### config.mk
export PLATFORM = sky130hd
export DESIGN_NAME = sw_debounce_flat
export DESIGN_NICKNAME = d
export VERILOG_FILES = /design/src/rtl/sw_debounce_pkg.sv /design/src/rtl/sw_debounce_if.sv /design/src/rtl/sw_debounce_bit.sv /design/src/rtl/sw_debounce.sv /design/src/flat_wrapper.sv
export SDC_FILE = /design/constraint.sdc
export NUM_CORES = 1
export LEC_CHECK = 0
export ABC_AREA = 0
export ABC_CLOCK_PERIOD_IN_PS = 2300
export BUFFER_PORTS_ARGS = -buffer_cell sky130_fd_sc_hd__buf_2
export CORE_UTILIZATION = 48
export CTS_CLUSTER_DIAMETER = 200
export DETAILED_ROUTE_END_ITERATION = 10
export PLACE_DENSITY = 0.76
export RECOVER_POWER = 50
export SYNTH_ARGS = -nofsm -noshare
export SYNTH_HDL_FRONTEND = slang
export SYNTH_HIERARCHICAL = 1
export SYNTH_SLANG_ARGS = --single-unit
### constraint.sdc
create_clock -name clk -period 2.3 [get_ports clk]
set_clock_uncertainty 0.05 [all_clocks]
set_input_delay 0.115 -clock clk [delete_from_list [all_inputs] [get_ports clk]]
set_output_delay 0.115 -clock clk [all_outputs]
set_load 0.03 [all_outputs]
### src/rtl/sw_debounce_pkg.sv
// sw_debounce_pkg: shared FSM encoding and counter sizing for the switch debouncer
package sw_debounce_pkg;
   typedef enum logic {IDLE = 1'b0, PEND = 1'b1} state_e;
   function automatic int cnt_w(input int stable_ticks);
      return $clog2(stable_ticks + 1);
   endfunction
endpackage

### src/rtl/sw_debounce_if.sv
// sw_debounce_if: change-event handshake between the debouncer and its consumer
interface sw_debounce_if #(parameter int NBITS = 4);
   logic             evt_valid;
   logic             evt_ready;
   logic [NBITS-1:0] evt_data;
   logic             evt_ovf;
   modport master (output evt_valid, evt_data, evt_ovf, input evt_ready);
   modport slave  (input evt_valid, evt_data, evt_ovf, output evt_ready);
endinterface

### src/rtl/sw_debounce_bit.sv
// debounce_bit: per-input synchronizer, IDLE/PEND FSM and stable-tick counter
module debounce_bit
   import sw_debounce_pkg::*;
#(
   parameter int STABLE_TICKS = 4
) (
   input  logic clk,
   input  logic rst_n,
   input  logic raw,
   input  logic tick,
   output logic val,
   output logic rise,
   output logic fall,
   output logic commit
);
   localparam int CW = cnt_w(STABLE_TICKS);
   state_e        state_q, state_d;
   logic [CW-1:0] cnt_q, cnt_d;
   logic          s1_q, s1_d, s_q, s_d, val_q, val_d, rise_q, rise_d, fall_q, fall_d;
   logic          differ, last;
   always_ff @(posedge clk) begin
      if (!rst_n) begin
         state_q <= IDLE;
         cnt_q   <= '0;
         s1_q    <= 1'b0;
         s_q     <= 1'b0;
         val_q   <= 1'b0;
         rise_q  <= 1'b0;
         fall_q  <= 1'b0;
      end else begin
         state_q <= state_d;
         cnt_q   <= cnt_d;
         s1_q    <= s1_d;
         s_q     <= s_d;
         val_q   <= val_d;
         rise_q  <= rise_d;
         fall_q  <= fall_d;
      end
   end
   // ticks seen in IDLE never count; the count starts only once PEND is entered
   always_comb begin
      differ  = s_q != val_q;
      last    = cnt_q == CW'(STABLE_TICKS - 1);
      state_d = (state_q == IDLE) ? (differ ? PEND : IDLE)
              : (!differ || (tick && last)) ? IDLE : PEND;
      cnt_d   = (state_q == PEND && differ) ? (tick ? (last ? '0 : cnt_q + CW'(1)) : cnt_q) : '0;
   end
   always_comb begin
      commit = state_q == PEND && differ && tick && last;
      s1_d   = raw;
      s_d    = s1_q;
      val_d  = val_q ^ commit;
      rise_d = commit & ~val_q;
      fall_d = commit & val_q;
   end
   assign val  = val_q;
   assign rise = rise_q;
   assign fall = fall_q;
endmodule

### src/rtl/sw_debounce.sv
// sw_debounce: debounces NBITS raw inputs on a tap-derived tick and reports
// committed changes through a single-entry valid/ready event with overflow flag
module sw_debounce
   import sw_debounce_pkg::*;
#(
   parameter int NBITS        = 4,
   parameter int NTAPS        = 6,
   parameter int TAP_SEL      = 0,
   parameter int STABLE_TICKS = 4
) (
   input  logic             clk,
   input  logic             rst_n,
   input  logic [NTAPS-1:0] taps,
   input  logic [NBITS-1:0] raw,
   output logic [NBITS-1:0] val,
   output logic [NBITS-1:0] rise,
   output logic [NBITS-1:0] fall,
   sw_debounce_if.master    evt
);
   logic             tap_q, tap_d, tick, unused_taps, any, hs;
   logic             evt_valid_q, evt_valid_d, evt_ovf_q, evt_ovf_d;
   logic [NBITS-1:0] evt_data_q, evt_data_d, commit;
   for (genvar i = 0; i < NBITS; i++) begin : g_bit
      debounce_bit #(.STABLE_TICKS(STABLE_TICKS)) u_bit (
         .clk    (clk),
         .rst_n  (rst_n),
         .raw    (raw[i]),
         .tick   (tick),
         .val    (val[i]),
         .rise   (rise[i]),
         .fall   (fall[i]),
         .commit (commit[i])
      );
   end
   always_ff @(posedge clk) begin
      if (!rst_n) begin
         tap_q       <= 1'b0;
         evt_valid_q <= 1'b0;
         evt_data_q  <= '0;
         evt_ovf_q   <= 1'b0;
      end else begin
         tap_q       <= tap_d;
         evt_valid_q <= evt_valid_d;
         evt_data_q  <= evt_data_d;
         evt_ovf_q   <= evt_ovf_d;
      end
   end
   // a commit coinciding with a handshake replaces the event without overflow
   always_comb begin
      tap_d       = taps[TAP_SEL];
      tick        = taps[TAP_SEL] & ~tap_q;
      unused_taps = ^taps;
      any         = |commit;
      hs          = evt_valid_q & evt.evt_ready;
      evt_valid_d = any | (evt_valid_q & ~hs);
      evt_data_d  = any ? (val ^ commit) : evt_data_q;
      evt_ovf_d   = (any & evt_valid_q & ~evt.evt_ready) | (evt_ovf_q & ~hs);
   end
   assign evt.evt_valid = evt_valid_q;
   assign evt.evt_data  = evt_data_q;
   assign evt.evt_ovf   = evt_ovf_q;
endmodule

### src/flat_wrapper.sv
// flat-port wrapper written by rule: the top's interface ports become plain ports
module sw_debounce_flat import sw_debounce_pkg::*;
#(
   parameter int NBITS        = 4,
   parameter int NTAPS        = 6,
   parameter int TAP_SEL      = 0,
   parameter int STABLE_TICKS = 4
)
  (clk, rst_n, taps, raw, val, rise, fall, evt_evt_valid, evt_evt_data, evt_evt_ovf, evt_evt_ready);
  sw_debounce_if #(.NBITS(NBITS)) evt_i ();
  input  logic clk;
  input  logic rst_n;
  input  logic [NTAPS-1:0] taps;
  input  logic [NBITS-1:0] raw;
  output logic [NBITS-1:0] val;
  output logic [NBITS-1:0] rise;
  output logic [NBITS-1:0] fall;
  output wire logic [$bits(evt_i.evt_valid)-1:0] evt_evt_valid;
  output wire logic [$bits(evt_i.evt_data)-1:0] evt_evt_data;
  output wire logic [$bits(evt_i.evt_ovf)-1:0] evt_evt_ovf;
  input wire logic [$bits(evt_i.evt_ready)-1:0] evt_evt_ready;
  assign evt_evt_valid = evt_i.evt_valid;
  assign evt_evt_data = evt_i.evt_data;
  assign evt_evt_ovf = evt_i.evt_ovf;
  assign evt_i.evt_ready = evt_evt_ready;
  sw_debounce #(.NBITS(NBITS), .NTAPS(NTAPS), .TAP_SEL(TAP_SEL), .STABLE_TICKS(STABLE_TICKS)) u_core (.clk(clk), .rst_n(rst_n), .taps(taps), .raw(raw), .val(val), .rise(rise), .fall(fall), .evt(evt_i));
endmodule
Word-level counts from Yosys, hierarchy flattened
Cells that the tools add are included.
{"block": "word_totals", "ff_bits": 43, "input_bits": 13, "output_inout_bits": 18, "word_cells": 117}
{"block": "op_classes", "add_sub_neg": 4, "eq_ne": 8, "mux": 16, "bitwise": 28, "reduce_logical": 29}
{"cell": "1-bit logical AND", "n": 16}
{"cell": "1-bit AND", "n": 14}
{"cell": "3-bit by 1-bit adder with 3-bit output (second input constant)", "n": 4}
{"cell": "3-bit by 2-bit equality test with 1-bit output (second input constant)", "n": 4}
{"cell": "1-bit two-way mux", "n": 12}
{"cell": "3-bit two-way mux", "n": 4}
{"cell": "2-bit AND reduction", "n": 4}
{"cell": "1-bit NOT", "n": 7}
{"cell": "1-bit zero test", "n": 4}
{"cell": "1-bit logical OR", "n": 4}
{"cell": "1-bit inequality test", "n": 4}
{"cell": "4-bit OR reduction", "n": 1}
{"cell": "1-bit bitwise XOR", "n": 4}
{"cell": "4-bit bitwise XOR", "n": 1}
{"cell": "1-bit bitwise OR", "n": 2}

Longest topological paths before layout
Gate-level depths: netlist (run 1).
{"block": "depth", "ltp_word": 8, "mapped_depth": 7, "depth_no_buf": 6}

Modules after synthesis
Netlist (run 1), hierarchy kept.
{"module": "debounce_bit", "instances": 4, "cells_per_inst": 33, "area_per_inst_um2": 340.3, "seq_area_each_um2": 180.2}
{"module": "sw_debounce", "instances": 1, "cells_per_inst": 29, "area_per_inst_um2": 295.3, "seq_area_each_um2": 140.1}

Worst setup path after synthesis (run 1)
OpenSTA, ideal clock, no wires.
{"block": "synth_timing", "path_type": "flip-flop to flip-flop", "startpoint": "reg u_core.tap_q", "endpoint": "reg u_core.evt_data_q[0], in the netlist u_core/evt.evt_data[0]", "setup_ps": 116, "arrival_ps": 1933, "required_ps": 2134, "path_slack_ps": 201, "stages_incl_launch_ff": 8, "path_buffers": 1, "period_less_slack_ps": 2099, "cell_sequence": "dfxtp_1 > nor2b_1 > nand4b_1 > nor2b_1 > or4_4 > buf_6 > nand2_1 > o211a_1"}
{"block": "synth_via", "elab_chain_cells": 5, "word_cells_on_any_way": 12, "classes_between": "bitwise (3); reduce/logical (9)"}
{"item": "start: declaration", "line_no": "sw_debounce.sv:20", "source": "logic tap_q, tap_d, tick, unused_taps, any, hs;"}
{"item": "start signal: assignment", "line_no": "sw_debounce.sv:42", "source": "tap_q <= tap_d;"}
{"item": "1-bit NOT", "line_no": "sw_debounce.sv:51", "source": "tick = taps[TAP_SEL] & ~tap_q;"}
{"item": "1-bit AND", "line_no": "sw_debounce.sv:51"}
{"item": "named net u_core.tick", "line_no": "sw_debounce.sv:20"}
{"item": "1-bit logical AND (2 in series)", "line_no": "sw_debounce_bit.sv:49", "source": "commit = state_q == PEND && differ && tick && last;"}
{"item": "named net u_core.commit[2]", "line_no": "sw_debounce.sv:22", "source": "logic [NBITS-1:0] evt_data_q, evt_data_d, commit;"}
{"item": "4-bit OR reduction", "line_no": "sw_debounce.sv:53", "source": "any = |commit;"}
{"item": "end signal: assignment", "line_no": "sw_debounce.sv:44", "source": "evt_data_q <= evt_data_d;"}
{"item": "end: declaration", "line_no": "sw_debounce.sv:22"}
The timed path passes the listed nets, and every way through them passes these cells.
A chain may end at the register's enable or synchronous reset.

Final worst setup path (run 1)
{"block": "layout_timing", "startpoint": "in taps[0]", "endpoint": "reg u_core.evt_data_q[1], in the netlist u_core/evt.evt_data[1]"}
{"block": "layout_via", "elab_chain_cells": 4, "word_cells_on_any_way": 11, "classes_between": "bitwise (2); reduce/logical (9)"}
{"item": "start: declaration", "line_no": "flat_wrapper.sv:13", "source": "input logic [NTAPS-1:0] taps;"}
{"item": "1-bit AND", "line_no": "sw_debounce.sv:51"}
{"item": "named net u_core.tick", "line_no": "sw_debounce.sv:20"}
{"item": "1-bit logical AND (2 in series)", "line_no": "sw_debounce_bit.sv:49"}
{"item": "named net u_core.commit[0]", "line_no": "sw_debounce.sv:22"}
{"item": "4-bit OR reduction", "line_no": "sw_debounce.sv:53"}
The timed path passes the listed nets, and every way through them passes these cells.

==> summary.md, run 1 <==
| Metric | Value |
|---|---|
| Gate count of the mapped netlist | `about 160` |
| Total Neg Setup Slack | `0 ps` |
| Largest net degree at the start of global routing | `36` |
| Yosys reg bits | `43` |
| Least-Margin Pin Slew | `486 ps` |
| Sequential power share | `60.5%` |
| CP Class | `primary input to flop` |
| Placer Congestion | `0.663` |
| Net Count, Synth | `~190` |
| Final period util | `85.2%` |
| CP max stage delay | `600 ps` |
| Number of DRC markers in iteration 0 | `13` |
| Switching Share | `19.7%` |
| First drt pass iteration count | `4` |
| # DRC | `0` |
| Initial antenna violation count | `0` |
| CTS resizes | `0` |
| Clock transition at path regs | `120 ps` |
| Total track usage | `16.6%` |
| Max frequency | `510 MHz` |
| Standard-cell rows | `20` |
| CP startpoint kind | `primary input` |
| Max-slew violation count | `0` |
| Vias | `around 1,200` |
| Die width | `a little over 60 um` |
| Layout cells sized above 1 | `9.50%` |
| Maxcap violations | `0` |
| CTS Root Cell | `clkbuf_4` |
| Routed wire length | `2670 um` |
| IO Pins | `31` |
| Most common cell after layout, fill and taps aside | `dfxtp_1` |
| Grt total ovfl | `0` |
| Total CTS buffers | `5` |
| Pwr/cell area | `641 mW/mm^2` |
| Fin nets | `about 230` |
| Slew margin rel. | `67.6%` |
| RSZ-0062 raised after global routing | `no` |
| Number of port buffers | `25` |
| First-pass GRT wire length | `4350 um` |
| Cell Count, Final, Fillers Out | `244` |
| Yosys Warn Count | `6` |
| CTS tree | `yes` |
| Worst-path cell chain | `dlygate4sd3_1, buf_2, nor2b_1, buf_4, nand4b_1, nor2b_1, or4_4, o211a_1` |
| Hold Path Stages | `3` |
| Setup violations, final | `0` |
| CTS Sinks | `43` |
| Critical path's top delay family | `simple AND/OR/NAND/NOR gates` |
| Seq/Total Area, Yosys | `52.0%` |
| DRT antenna net count | `0` |
| Combinational Power Share | `4.0%` |
| P_leak | `0.862 nW` |
| Vias in the first global route | `1,068` |
| Layout area overhead | `17.9%` |
| Final Hold Vio Count | `0` |
| CP most frequent cell | `nor2b_1` |
| Worst-path maximum fanout | `17` |
| Buf+Inv Stages, Crit Path | `3` |
| Die area | `0.00369 mm^2` |
| IR drop worst, VDD | `between 0.0004 and 0.0005 V` |
| Avg Synthesized Cell Area | `~10 um^2` |
| Reg2Reg Depth | `4` |
| CTS H-tree depth | `2` |
| Crit path max-delay cell type | `or4_4` |
| Hold Crit Class | `primary input to flop` |
| Most frequent cells in the layout | `dfxtp_1 (43), nor2b_1 (18), clkbuf_1 (16)` |
| Netlist cell types | `19` |
| DR WL/cell | `10.9 um` |
| Initial Util | `52.5%` |
| Total internal power | `0.00100 W` |
| Clock Latency Late Sink | `340 ps` |
| Net Switching | `~0.00025 W` |
| Req. time, crit path | `2500 ps` |
| Core box area | `0.00315 mm^2` |
| Fin crit period | `just under 2000 ps` |
| Via density | `4.81` |
| WP data arrival | `2160 ps` |
| CP Capture Type | `flop` |
| Outcome | `completed` |
| WP depth | `8` |
| Post-detail-place hpwl | `1790 um` |
| Clock share of power | `about 36%` |
| Post-Syn Area | `0.00166 mm^2` |
| Placed Instances | `231` |
| Inserted Diodes | `0` |
| Die height | `60.7 um` |
| Clock Path Buffers | `2` |
registers in the layout (all words and copies together) (netlist names):
| register | count |
|---|---|
| u_core/evt.evt_data | 4 |
| u_core/evt.evt_ovf | 1 |
| u_core/evt.evt_valid | 1 |
| u_core/g_bit.u_bit/cnt_q | 12 |
| u_core/g_bit.u_bit/fall | 4 |
| u_core/g_bit.u_bit/rise | 4 |
| u_core/g_bit.u_bit/s1_q | 4 |
| u_core/g_bit.u_bit/s_q | 4 |
| u_core/g_bit.u_bit/state_q | 4 |
| u_core/g_bit.u_bit/val | 4 |
| u_core/tap_q | 1 |
area by class of cell:
cell class                 instances  area (um^2)
multi-input combinational        113          769
tap                               44         55.1
fill                             284         1200
clock buffer                       6         41.3
timing repair buffer              33          181
inverter                           4         15.0
sequential                        43          861
clock inverter                     1         30.0
Yosys cell counts (all sizes together):
cell type / instances / area, um^2
dfxtp: 43 / 861
nor2b: 18 / 113
and2: 17 / 106
nand2: 14 / 52.6
nor2: 13 / 48.8
ha: 12 / 150
a21oi: 5 / 25.0
and3: 4 / 25.0
inv: 4 / 15.0
mux2i: 4 / 40.0
nand2b: 4 / 25.0
nand3: 4 / 20.0
nand4b: 4 / 35.0
o211a: 4 / 40.0
xnor2: 4 / 35.0
xor2: 4 / 35.0
buf: 1 / 11.3
o21a: 1 / 7.51
or4: 1 / 11.3
path summary, 6_finish.rpt:
kind	startpoint	to	slack, ps
max	taps[0]	u_core/evt.evt_data[1]$_SDFFE_PN0P_	340
min	rst_n	u_core/evt.evt_ovf$_SDFF_PN0_	190
max reg2reg	u_core/g_bit[0].u_bit/val$_SDFF_PN0_	u_core/evt.evt_data[1]$_SDFFE_PN0P_	510
min reg2reg	u_core/g_bit[3].u_bit/s1_q$_SDFF_PN0_	u_core/g_bit[3].u_bit/s_q$_SDFF_PN0_	400
what timing repair did:
action	CTS	global route
hold endpoints to repair	6	0
setup endpoints to repair	0	0
buffers inserted	0	0
hold buffers	6	0
power groups by stage:
stage               clock [W]  sequential [W]  combinational (W)
floorplan                   0        0.000773          0.0000233
global placement            0        0.000773          0.0000405
detailed placement          0        0.000774          0.0000427
CTS                  0.000456        0.000757          0.0000507
global route         0.000489        0.000758          0.0000560
finish               0.000445        0.000757          0.0000504
routing by layer:
layer  GRT usage, %  vias up  share of wire [%]
li1               -      604                  -
met1           17.6      543                 46
met2           29.4       22                 49
met3           6.40        5                3.7
met4           6.82        0                1.6
met5              0        -                  0
metrics by stage:
stage | total power (W) | utilization (%) | hold slack [ps] | setup slack, ps | instance area (um^2)
3_3_place_gp | 0.000814 | 58.4 | 270 | 540 | 1840
6_report | 0.00125 | 61.9 | 191 | 339 | 1950
5_1_grt | 0.00130 | 61.9 | 207 | 257 | 1950
4_1_cts | 0.00126 | 62.5 | 178 | 349 | 1970
3_5_place_dp | 0.000817 | 58.4 | 279 | 519 | 1840
2_1_floorplan | 0.000796 | - | 183 | 201 | 1660
cells by family after synthesis:
kind of cell,synth area share (%)
and+or+nand+nor,26.4
DFF,52.0
adders and majority gates,9.06
AOI/OAI and AO/OA,4.38
xor gates and xnor gates,4.23
buffers and inverters,1.59
muxes,2.42
worst min-delay path, stage by stage:
cell and delay, ps:
buf_2 260, nand2_1 120, nor2_1 40
(Power assumes the default switching activity.)
==> inputs of run 2 (changes only) <==
--- a/config.mk
+++ b/config.mk
@@ -8,9 +8,11 @@
 export ABC_AREA = 0
 export ABC_CLOCK_PERIOD_IN_PS = 2300
 export BUFFER_PORTS_ARGS = -buffer_cell sky130_fd_sc_hd__buf_2
+export CORE_MARGIN = 3
 export CORE_UTILIZATION = 48
 export CTS_CLUSTER_DIAMETER = 200
 export DETAILED_ROUTE_END_ITERATION = 10
+export MAX_ROUTING_LAYER = met4
 export PLACE_DENSITY = 0.76
 export RECOVER_POWER = 50
 export SYNTH_ARGS = -nofsm -noshare
==> summary.md, run 2 (synthesis results as in run 1) <==
| Metric | Value |
|---|---|
| Outcome | `completed` |
| Die width | `64.7 um` |
| Die height | `64.7 um` |
| Fin nets | `~220` |
| Hold Path Stages | `3` |
| CTS Root Cell | `clkbuf_4` |
| Total Neg Setup Slack | `0 ps` |
| # hold bufs at CTS | `6` |
| CTS Sinks | `43` |
| Req. time, crit path | `2490 ps` |
| Via density | `4.88` |
| First drt pass iteration count | `4` |
| Clock transition at path regs | `120 ps` |
| Worst-path maximum fanout | `20` |
| CP startpoint kind | `primary input` |
| Clock share of power | `29.9%` |
| Sequential power share | `65.8%` |
| Routed wire length | `2920 um` |
| Multi-input gate area | `769 um^2` |
| Vias | `1,190` |
| Total CTS buffers | `5` |
| # DRC | `0` |
| Switching Share | `21.8%` |
| Largest Register | `u_core/g_bit.u_bit/cnt_q` |
| Flop2flop setup slack | `460 ps` |
| Post-CTS setup buffer count | `0` |
| RSZ-0062 raised after global routing | `no` |
| Reg2Reg Depth | `5` |
| Total track usage | `16.9%` |
| DRT antenna net count | `0` |
| Die area | `0.00419 mm^2` |
| Filler cells | `300` |
| Final Hold Vio Count | `0` |
| Reg area | `861 um^2` |
| Initial Util | `52.1%` |
| CTS tree | `yes` |
| Finished Cell Area | `0.00192 mm^2` |
| CP max stage delay | `600 ps` |
| Least-Margin Pin Slew | `470 ps` |
| Maxcap violations | `0` |
| Largest net degree at the start of global routing | `36` |
| Post-DP Area | `0.00183 mm^2` |
| CTS H-tree depth | `2` |
| Max-slew violation count | `0` |
| CP most frequent cell | `nor2b_1` |
| Slew margin rel. | `68.7%` |
| WP data arrival | `2190 ps` |
| Crit path max-delay cell type | `or4_4` |
| Number of DRC markers in iteration 0 | `between 50 and 60` |
| Clock Latency Late Sink | `350 ps` |
| Core box area | `0.00318 mm^2` |
| Standard-cell rows | `20` |
| IO Pins | `31` |
| Hold Crit Class | `primary input to flop` |
| Post-detail-place hpwl | `2030 um` |
| P_leak | `0.841 nW` |
| Clock Path Buffers | `2` |
| Vias in the first global route | `roughly 1,300` |
| Setup violations, final | `0` |
| IR drop worst, VDD | `0.000446 V` |
| Combinational Power Share | `4.2%` |
| CTS resizes | `0` |
| Most common cell after layout, fill and taps aside | `dfxtp_1` |
| Most frequent cells in the layout | `dfxtp_1 (43), clkbuf_1 (19), nor2b_1 (18)` |
| Placer Congestion | `0.728` |
| First-pass GRT wire length | `between 5000 and 6000 um` |
| Final period util | `86.8%` |
| DR WL/cell | `12.0 um` |
| CP Class | `primary input to flop` |
| Inserted Diodes | `0` |
| Total internal power | `around 0.0009 W` |
| Number of flip-flops in the largest register | `12` |
| Net Switching | `0.000251 W` |
| Pwr/cell area | `598 mW/mm^2` |
| Number of port buffers | `25` |
| Max frequency | `501 MHz` |
| Layout area overhead | `16.0%` |
| Layout cells sized above 1 | `8.00%` |
| Worst-path cell chain | `dlygate4sd3_1, clkbuf_1, nor2b_1, buf_4, nand4b_1, nor2b_1, or4_4, o211a_1` |
| CP Capture Type | `flop` |
| Initial antenna violation count | `0` |
| Fin crit period | `between 1500 and 2000 ps` |
| Grt total ovfl | `0` |
-- run 2: cell count changes in the layout (fill, tap and decap cells not counted), sizes merged --
cell / previous run / this run
clkbuf: 21 / 24
clkinv: 0 / 1
buf: 12 / 9
bufinv: 1 / 0
-- run 2: worst paths after layout --
path | start | end
worst min-delay path | rst_n | u_core/evt.evt_ovf$_SDFF_PN0_
worst max register to register | u_core/g_bit[0].u_bit/cnt_q[0]$_SDFFE_PN0P_ | u_core/evt.evt_data[1]$_SDFFE_PN0P_
worst min register to register | u_core/g_bit[3].u_bit/s1_q$_SDFF_PN0_ | u_core/g_bit[3].u_bit/s_q$_SDFF_PN0_
worst max-delay path | taps[0] | u_core/evt.evt_data[1]$_SDFFE_PN0P_
-- run 2: metal layers --
| metal | vias up | track usage (%) | wire (um) |
|---|---|---|---|
| met5 | - | - | 0 |
| met4 | 0 | 6.07 | 41 |
| met3 | 4 | 5.72 | 163 |
| met2 | 25 | 28.6 | 1480 |
| met1 | 557 | 18.4 | 1240 |
| li1 | 604 | - | - |
-- run 2: critical path, delay by kind of cell --
kind            cells  cell delay [ps]
buf+inv             3              840
compound gates      1              240
simple gates        4              990
-- run 2: power groups by stage --
stage / Sequential, W / Clock, W / Combinational, W
2_1_floorplan: 0.000773 / 0 / 0.0000233
3_3_place_gp: 0.000773 / 0 / 0.0000395
3_5_place_dp: 0.000774 / 0 / 0.0000410
4_1_cts: 0.000757 / 0.000358 / 0.0000491
5_1_grt: 0.000759 / 0.000391 / 0.0000550
6_report: 0.000757 / 0.000344 / 0.0000486
-- run 2: cell type report --
class	count	share of cell area, %
inverters	4	0.781
repair buffers	32	8.92
well taps	44	2.86
clock inverters	1	0.260
clock buffers	7	2.34
flip-flops and latches	43	44.8
multi-input cells	113	40.0
-- run 2: metrics by stage --
| stage | std cells | setup WS [ps] | power [W] | util [%] | hold slack (ps) |
|---|---|---|---|---|---|
| floorplan | 161 | 201 | 0.000796 | - | 183 |
| global placement | 230 | 521 | 0.000813 | 57.7 | 274 |
| detailed placement | 230 | 489 | 0.000815 | 57.7 | 277 |
| CTS | 244 | 312 | 0.00116 | 61.1 | 146 |
| global route | 244 | 180 | 0.00120 | 60.5 | 199 |
| finish | 244 | 304 | 0.00115 | 60.5 | 166 |
==> inputs of run 3 (changes only) <==
--- a/config.mk
+++ b/config.mk
@@ -9,11 +9,12 @@
 export ABC_CLOCK_PERIOD_IN_PS = 2300
 export BUFFER_PORTS_ARGS = -buffer_cell sky130_fd_sc_hd__buf_2
 export CORE_MARGIN = 3
-export CORE_UTILIZATION = 48
+export CORE_UTILIZATION = 51
+export CTS_BUF_LIST = sky130_fd_sc_hd__clkbuf_4
 export CTS_CLUSTER_DIAMETER = 200
 export DETAILED_ROUTE_END_ITERATION = 10
 export MAX_ROUTING_LAYER = met4
-export PLACE_DENSITY = 0.76
+export PLACE_DENSITY = 0.8
 export RECOVER_POWER = 50
 export SYNTH_ARGS = -nofsm -noshare
 export SYNTH_HDL_FRONTEND = slang
==> constraint.sdc (replaced) <==
create_clock -name clk -period 2.3 [get_ports clk]
set_clock_uncertainty 0.05 [all_clocks]
set_input_delay 0.115 -clock clk [delete_from_list [all_inputs] [get_ports clk]]
set_output_delay 0.115 -clock clk [all_outputs]
set_load 0.01 [all_outputs]
==> summary.md, run 3 (synthesis results as in run 1) <==
| Metric | Value |
|---|---|
| CTS resizes | `0` |
| Vias in the first global route | `1,197` |
| Placer Congestion | `0.696` |
| Least-Margin Pin Slew | `around 470 ps` |
| Die height | `63.0 um` |
| Post-CTS setup buffer count | `0` |
| WP data arrival | `2230 ps` |
| Total track usage | `16.1%` |
| Total CTS buffers | `5` |
| Setup violations, final | `0` |
| Max frequency | `494 MHz` |
| First-pass GRT wire length | `between 4000 and 5000 um` |
| # hold bufs at CTS | `6` |
| Sequential power share | `65.5%` |
| Final period util | `88.0%` |
| Fin crit period | `slightly above 2000 ps` |
| Total internal power | `0.000905 W` |
| Grt total ovfl | `0` |
| Number of DRC markers in iteration 0 | `12` |
| CTS Root Cell | `clkbuf_4` |
| # DRC | `0` |
| DR WL/cell | `~11 um` |
| CP Capture Type | `flop` |
| Hold Crit Class | `primary input to flop` |
| Vias | `1,190` |
| CTS H-tree depth | `2` |
| Flop2flop setup slack | `450 ps` |
| CP startpoint kind | `primary input` |
| Number of flip-flops in the largest register | `12` |
| IO Pins | `31` |
| Largest Register | `u_core/g_bit.u_bit/cnt_q` |
| Reg2Reg Depth | `7` |
| Net Switching | `0.000251 W` |
| Most common cell after layout, fill and taps aside | `dfxtp_1` |
| Final Hold Vio Count | `0` |
| Pwr/cell area | `approximately 600 mW/mm^2` |
| Initial Util | `53.8%` |
| Most frequent cells in the layout | `dfxtp_1 (43), clkbuf_1 (18), nor2b_1 (18)` |
| Layout cells sized above 1 | `7.50%` |
| RSZ-0062 raised after global routing | `no` |
| Post-detail-place hpwl | `approximately 1900 um` |
| Die area | `just under 0.004 mm^2` |
| Worst r2r src | `u_core/tap_q$_SDFF_PN0_` |
| Reg-to-Reg End | `u_core/evt.evt_ovf$_SDFF_PN0_` |
| Clock Path Buffers | `2` |
| DRT antenna net count | `0` |
| Number of port buffers | `25` |
| P_leak | `0.838 nW` |
| Hold Path Stages | `2` |
| Pwr Total | `0.00116 W` |
| Final worst slack | `277 ps` |
| Outcome | `completed` |
| Fin nets | `approximately 220` |
| Clock share of power | `30.3%` |
| Layout area overhead | `16.1%` |
| CTS tree | `yes` |
| Req. time, crit path | `2500 ps` |
| Maxcap violations | `0` |
| Combinational Power Share | `4.2%` |
| Core box area | `0.00308 mm^2` |
| Routed wire length | `2700 um` |
| First drt pass iteration count | `4` |
| Largest net degree at the start of global routing | `36` |
| HP Start | `rst_n` |
| Slew margin rel. | `between 60% and 70%` |
| Via density | `4.88` |
| Clock Latency Late Sink | `~350 ps` |
| Initial antenna violation count | `0` |
| Worst slack at placement | `approximately 440 ps` |
| IR drop worst, VDD | `0.000478 V` |
| Worst-path maximum fanout | `20` |
| Clock transition at path regs | `120 ps` |
| Inserted Diodes | `0` |
| Switching Share | `about 22%` |
| Die width | `63.0 um` |
| Standard-cell rows | `20` |
| Max-slew violation count | `0` |
| CP Class | `primary input to flop` |
| WHS Endpoint | `u_core/evt.evt_data[0]$_SDFFE_PN0P_` |
| Total Neg Setup Slack | `0 ps` |
| CTS Sinks | `43` |
## run 3: how the worst max path moves through the flow
stage	to	slack [ps]	cells past startpoint	from
final	u_core/evt.evt_ovf$_SDFF_PN0_	280	9	taps[0]
after global routing	u_core/evt.evt_ovf$_SDFF_PN0_	230	9	taps[0]
after CTS	u_core/evt.evt_ovf$_SDFF_PN0_	280	9	taps[0]
after detailed placement	u_core/evt.evt_ovf$_SDFF_PN0_	440	8	taps[0]
after global placement	u_core/evt.evt_data[1]$_SDFFE_PN0P_	500	7	taps[0]
after floorplan	u_core/evt.evt_data[3]$_SDFFE_PN0P_	200	7	u_core/tap_q$_SDFF_PN0_
## run 3: per-layer routing
layer  vias to the layer above  routed length [um]  share of wire [%]  GRT usage [%]
met4                         0                  71                2.6           8.82
met3                         9                 164                6.1           5.94
met1                       554                1190                 44           16.4
met2                        28                1270                 47           26.7
li1                        599                   -                  -              -
met5                         -                   0                  0              -
## run 3: final cells by class
cell class / instances / area, um^2
flip-flops and latches: 43 / 861
clock inverters: 2 / 7.51
fillers: 280 / 1150
clock buffers: 6 / 45.0
repair buffers: 32 / 170
multi-input cells: 113 / 769
well taps: 44 / 55.1
inverters: 4 / 15.0
## run 3: power groups by stage
stage                     registers [W]   logic, W  clock network, W
final                          0.000757  0.0000487          0.000350
after global routing           0.000758  0.0000549          0.000405
after CTS                      0.000757  0.0000494          0.000366
after detailed placement       0.000774  0.0000414                 0
after global placement         0.000773  0.0000393                 0
after floorplan                0.000773  0.0000233                 0
## run 3: critical path: stages
cell	delay (ps)
dlygate4sd3_1	530
buf_2	120
nor2b_1	130
buf_4	200
nand4b_1	130
nor2b_1	110
or4_4	630
a21oi_1	190
nor2_1	60
## run 3: stage by stage
stage               utilization (%)  instance area [um^2]  cells  hold slack [ps]
floorplan                         -                  1660    161              183
global placement               59.6                  1830    230              272
detailed placement             59.6                  1830    230              275
CTS                            63.2                  1950    244              172
global route                   62.5                  1920    244              199
finish                         62.5                  1920    244              178
